### src/rtl/ula_ctrl.sv
// Sequential front-end for the combinational ULA: accepts a request, drives the ULA,
// waits SETTLE_CYCLES edges, captures and normalizes the result, then hands it out.
module ula_ctrl #(
  parameter int SETTLE_CYCLES = 1,  // legal range 1..15
  parameter int CNT_W         = 16
) (
  input  logic             clk,
  input  logic             rst,
  input  logic             req_valid,
  output logic             req_ready,
  input  logic [7:0]       req_A,
  input  logic [7:0]       req_B,
  input  logic [3:0]       req_Sel,
  output logic [7:0]       ULA_A,
  output logic [7:0]       ULA_B,
  output logic [3:0]       ULA_Sel,
  input  logic [15:0]      ULA_S,
  output logic             rsp_valid,
  input  logic             rsp_ready,
  output logic [15:0]      rsp_S,
  output logic [3:0]       rsp_Sel,
  output logic             rsp_err,
  output logic [CNT_W-1:0] op_count,
  output logic [7:0]       err_count
);

  typedef enum logic [1:0] {IDLE, WAIT, RESP} state_t;

  localparam logic [3:0] SETTLE_LD = 4'(SETTLE_CYCLES - 1);

  state_t           state_q, state_d;
  logic [3:0]       cnt_q, cnt_d;
  logic [7:0]       ula_a_q, ula_a_d, ula_b_q, ula_b_d;
  logic [3:0]       ula_sel_q, ula_sel_d;
  logic [15:0]      rsp_s_q, rsp_s_d;
  logic [3:0]       rsp_sel_q, rsp_sel_d;
  logic             rsp_err_q, rsp_err_d;
  logic [CNT_W-1:0] op_count_q, op_count_d;
  logic [7:0]       err_count_q, err_count_d;

  logic             div_zero, byte_op;
  logic [15:0]      cap_s;

  // Division by zero ignores ULA_S entirely; logic/shift ops only define the low byte.
  assign div_zero = (ula_sel_q == 4'b0011) && (ula_b_q == 8'h00);
  assign byte_op  = (ula_sel_q >= 4'b0100) && (ula_sel_q <= 4'b1101);

  always_comb begin
    cap_s = ULA_S;
    if (div_zero)     cap_s = 16'h0000;
    else if (byte_op) cap_s = {8'h00, ULA_S[7:0]};
  end

  always_comb begin
    state_d     = state_q;
    cnt_d       = cnt_q;
    ula_a_d     = ula_a_q;
    ula_b_d     = ula_b_q;
    ula_sel_d   = ula_sel_q;
    rsp_s_d     = rsp_s_q;
    rsp_sel_d   = rsp_sel_q;
    rsp_err_d   = rsp_err_q;
    op_count_d  = op_count_q;
    err_count_d = err_count_q;
    case (state_q)
      IDLE: begin
        if (req_valid) begin
          ula_a_d   = req_A;
          ula_b_d   = req_B;
          ula_sel_d = req_Sel;
          cnt_d     = SETTLE_LD;
          state_d   = WAIT;
        end
      end
      WAIT: begin
        if (cnt_q != 4'd0) begin
          cnt_d = cnt_q - 4'd1;
        end else begin
          rsp_s_d   = cap_s;
          rsp_sel_d = ula_sel_q;
          rsp_err_d = div_zero;
          state_d   = RESP;
        end
      end
      RESP: begin
        if (rsp_ready) begin
          op_count_d = op_count_q + CNT_W'(1);
          if (rsp_err_q && (err_count_q != 8'hFF)) err_count_d = err_count_q + 8'd1;
          state_d = IDLE;
        end
      end
      default: state_d = IDLE;
    endcase
  end

  always_ff @(posedge clk or posedge rst) begin
    if (rst) begin
      state_q     <= IDLE;
      cnt_q       <= '0;
      ula_a_q     <= '0;
      ula_b_q     <= '0;
      ula_sel_q   <= '0;
      rsp_s_q     <= '0;
      rsp_sel_q   <= '0;
      rsp_err_q   <= 1'b0;
      op_count_q  <= '0;
      err_count_q <= '0;
    end else begin
      state_q     <= state_d;
      cnt_q       <= cnt_d;
      ula_a_q     <= ula_a_d;
      ula_b_q     <= ula_b_d;
      ula_sel_q   <= ula_sel_d;
      rsp_s_q     <= rsp_s_d;
      rsp_sel_q   <= rsp_sel_d;
      rsp_err_q   <= rsp_err_d;
      op_count_q  <= op_count_d;
      err_count_q <= err_count_d;
    end
  end

  assign req_ready = (state_q == IDLE);
  assign rsp_valid = (state_q == RESP);
  assign ULA_A     = ula_a_q;
  assign ULA_B     = ula_b_q;
  assign ULA_Sel   = ula_sel_q;
  assign rsp_S     = rsp_s_q;
  assign rsp_Sel   = rsp_sel_q;
  assign rsp_err   = rsp_err_q;
  assign op_count  = op_count_q;
  assign err_count = err_count_q;

endmodule
### config.mk
export PLATFORM = sky130hd
export DESIGN_NAME = ula_ctrl
export DESIGN_NICKNAME = d
export VERILOG_FILES = /design/src/rtl/ula_ctrl.sv
export SDC_FILE = /design/constraint.sdc
export NUM_CORES = 1
export LEC_CHECK = 0
export ABC_AREA = 1
export BUFFER_PORTS_ARGS = -buffer_cell sky130_fd_sc_hd__buf_2
export CAP_MARGIN = 30
export CORE_ASPECT_RATIO = 0.6
export CORE_MARGIN = 2
export CORE_UTILIZATION = 50
export CTS_CLUSTER_SIZE = 16
export DETAILED_ROUTE_END_ITERATION = 16
export GPL_TIMING_DRIVEN = 0
export PLACE_DENSITY = 0.79
export SLEW_MARGIN = 5
export SYNTH_ARGS = -nofsm -noshare
export SYNTH_HDL_FRONTEND = slang
export SYNTH_SLANG_ARGS = --single-unit
export TNS_END_PERCENT = 20
### constraint.sdc
create_clock -name clk -period 3 [get_ports clk]
set_input_delay 0.6 -clock clk [delete_from_list [all_inputs] [get_ports clk]]
set_output_delay 0.6 -clock clk [all_outputs]
set_load 0.02 [all_outputs]
==> flow_summary.toml <==
[worst_setup_path]
rr_startpoint = "cnt_q[0]$_DFFE_PP0P_"
crit_slowest_cell = "dfrtp_1"
path_delay_family = "flip-flops"
critical_path_class = "reg2out"
critPathLaunchType = "flop"
path_cells = "nor2_2 -> buf_2"
max_stage_delay_ns = 0.46
crit_start = "state_q[1]$_DFFE_PP0P_"
cp-end-kind = "primary output"
crit_fanout = 4
critical_path_required_ns = 2.40
critPathBufInv = 1
crit_arrival_ns = 1.17

[clock_network]
htreeDepth = 3
post_cts_buffers = 0
cts_buffers = 9
clk_latency_ns = 0.34
path_clk_slew_ns = 0.07
cts.sinks = 71
cts_root_buf = "clkbuf_8"
cts.repair.resized = 0
clock_path_buffers = 2
ctsHoldBuffers = 0
cts_tree = "built"

[global_route]
grt_pass1_wl_um = 11700
grt_overflow = 0
grt_use_total_pct = 21.5
grt_pass1_vias = 2505
grt_max_degree = 68
antenna_found_initial = 0

[layout]
area_growth_pct = 26.0
drive_above_1_share_pct = 35.2
layout.cells.non_filler = 539
n_antenna_cell = 0
fin_nets = 496

[drt]
viasPerCell = 4.85
vias = 2614
wl_per_cell_um = 12.9
dr.pass1.iters = 4
drtIter0Drc = 133
postRouteAntennaNets = 0
remaining_drc_errors = 0
wl_um = 6950

[sta]
hold_ws_ns = 0.125
finalHoldViolCount = 0
finClkSkew_ns = 0.00486
worstMarginPinSlew_ns = 0.548
maxSlewHeadroom_pct = 63.2
rsz0062_at_grt = "no"
final_max_slew_viol_count = 0
fin_crit_ns = 1.77
fin_crit_sh_pct = 59.0
setup_viol_count_final = 0
fmax_ghz = 0.565

[run_status]
outcome = "finished clean"

[placed_design]
numPortBuffers = 106
gp_congestion = 0.817
dp_hpwl_um = 5230
post-place-cells = 526

[die]
die_width_um = 107
ios = 107
die_area_um2 = 7100
rows = 22
start_util_pct = 52.1
die_h_um = 66.1
core_area_um2 = 6170

[synth]
yosysWarnings = 0
synth_area_um2 = 3210
syn_inst = 335
synth_nets = 378
yosysSeqAreaShare_pct = 55.3
ys_ff_latch = 71
avgSynthCellArea_um2 = 9.59
synth_cell_types = 29

[power_and_ir_drop]
pwr_density_cell_nw_per_um2 = 943
leakage_nw = 2.23
vdd_drop_max_uv = 796

[flow_run]
drv_cap = 0

[hold_path]
hp-class = "in2async"
-- state kept, by name (all words and copies together) (netlist names) --
name	count
rsp_err	1
err_count	8
ULA_Sel	4
ULA_A	8
op_count	16
ULA_B	8
cnt_q	4
state_q	2
rsp_Sel	4
rsp_S	16
-- cells by family after synthesis --
kind of cell / after synthesis / share of synthesized area, %
mux: 17 / 5.96
fa+ha+maj: 3 / 1.17
flops: 71 / 55.3
xor+xnor: 16 / 4.36
simple gates: 179 / 25.5
compound gates: 14 / 2.49
buf+inv: 35 / 5.26
-- through the flow --
| step | setup WS (ns) | instance area, um2 | util (%) | setup TNS [ns] | power (mW) |
|---|---|---|---|---|---|
| 2_1_floorplan | 0.603 | 3210 | - | 0 | 2.63 |
| 3_3_place_gp | -0.239 | 3850 | 62.4 | -16.65 | 3.11 |
| 3_5_place_dp | 1.42 | 3880 | 62.9 | 0 | 3.17 |
| 4_1_cts | 1.21 | 4050 | 65.7 | 0 | 3.85 |
| 5_1_grt | 1.15 | 4050 | 65.7 | 0 | 4.07 |
| 6_report | 1.23 | 4050 | 65.7 | 0 | 3.82 |
-- report_power, final --
part | leakage, nW | internal (mW) | switching [mW]
Sequential | 0.898 | 1.29 | 0.233
Clock | 0.0902 | 0.353 | 0.322
Combinational | 1.24 | 0.608 | 1.01
-- final cells by class --
| class | instances | area [um2] |
|---|---|---|
| inverter | 29 | 115 |
| multi-input combinational | 229 | 1270 |
| clock buffer | 12 | 165 |
| fill | 521 | 2120 |
| buffer | 6 | 56.3 |
| sequential | 71 | 1780 |
| tap | 84 | 105 |
| clock inverter | 1 | 5.00 |
| timing repair buffer | 107 | 558 |
-- cells in the mapped netlist --
cell | number | share of area (%)
nand2_1 | 103 | 12
dfrtp_1 | 71 | 55
nor2_1 | 28 | 3.3
inv_1 | 24 | 2.8
nand3_1 | 21 | 3.3
mux2_2 | 17 | 6.0
nand4_1 | 12 | 2.3
xnor2_1 | 9 | 2.5
xor2_1 | 7 | 1.9
o21ai_0 | 6 | 0.93
a21oi_1 | 4 | 0.62
buf_6 | 4 | 1.4
nor3_1 | 4 | 0.62
ha_1 | 3 | 1.2
inv_2 | 3 | 0.35
nor2_4 | 3 | 1.1
nand3_4 | 2 | 1.1
nor2_2 | 2 | 0.39
o21ai_2 | 2 | 0.55
buf_4 | 1 | 0.23
clkbuf_1 | 1 | 0.12
clkinv_2 | 1 | 0.16
inv_4 | 1 | 0.19
nand2_2 | 1 | 0.19
nand2_4 | 1 | 0.35
nand3b_1 | 1 | 0.23
nor2_8 | 1 | 0.62
o21ai_1 | 1 | 0.16
o31ai_1 | 1 | 0.23
-- layer usage --
layer,wire length (um),global-route usage (%),share of wire [%]
met5,0,0,0
met4,47,6.09,0.68
met3,666,9.46,9.6
met2,2910,32.2,42
met1,3320,28.5,48
-- final timing paths --
check,endpoint,slack [ns],cells after the start
max,req_ready,1.23,2
min,ULA_B[3]$_DFFE_PP0P_,0.12,2
max reg2reg,rsp_S[15]$_DFFE_PP0P_,1.42,8
min reg2reg,rsp_Sel[3]$_DFFE_PP0P_,0.47,2
max in group asynchronous,rsp_S[14]$_DFFE_PP0P_,2.36,3
min in group clk,rsp_Sel[3]$_DFFE_PP0P_,0.47,2
-- layout by cell type (no fill, tap or decap), drive strengths merged --
cell,netlist,routed
a21oi,4,4
buf,5,112
clkbuf,1,13
clkinv,1,2
dfrtp,71,71
ha,3,3
inv,28,28
mux2,17,17
nand2,105,105
nand3,23,23
nand3b,1,1
nand4,12,12
nor2,34,34
nor3,4,4
o21ai,9,9
o31ai,1,1
xnor2,9,9
xor2,7,7
(Power assumes the default switching activity.)
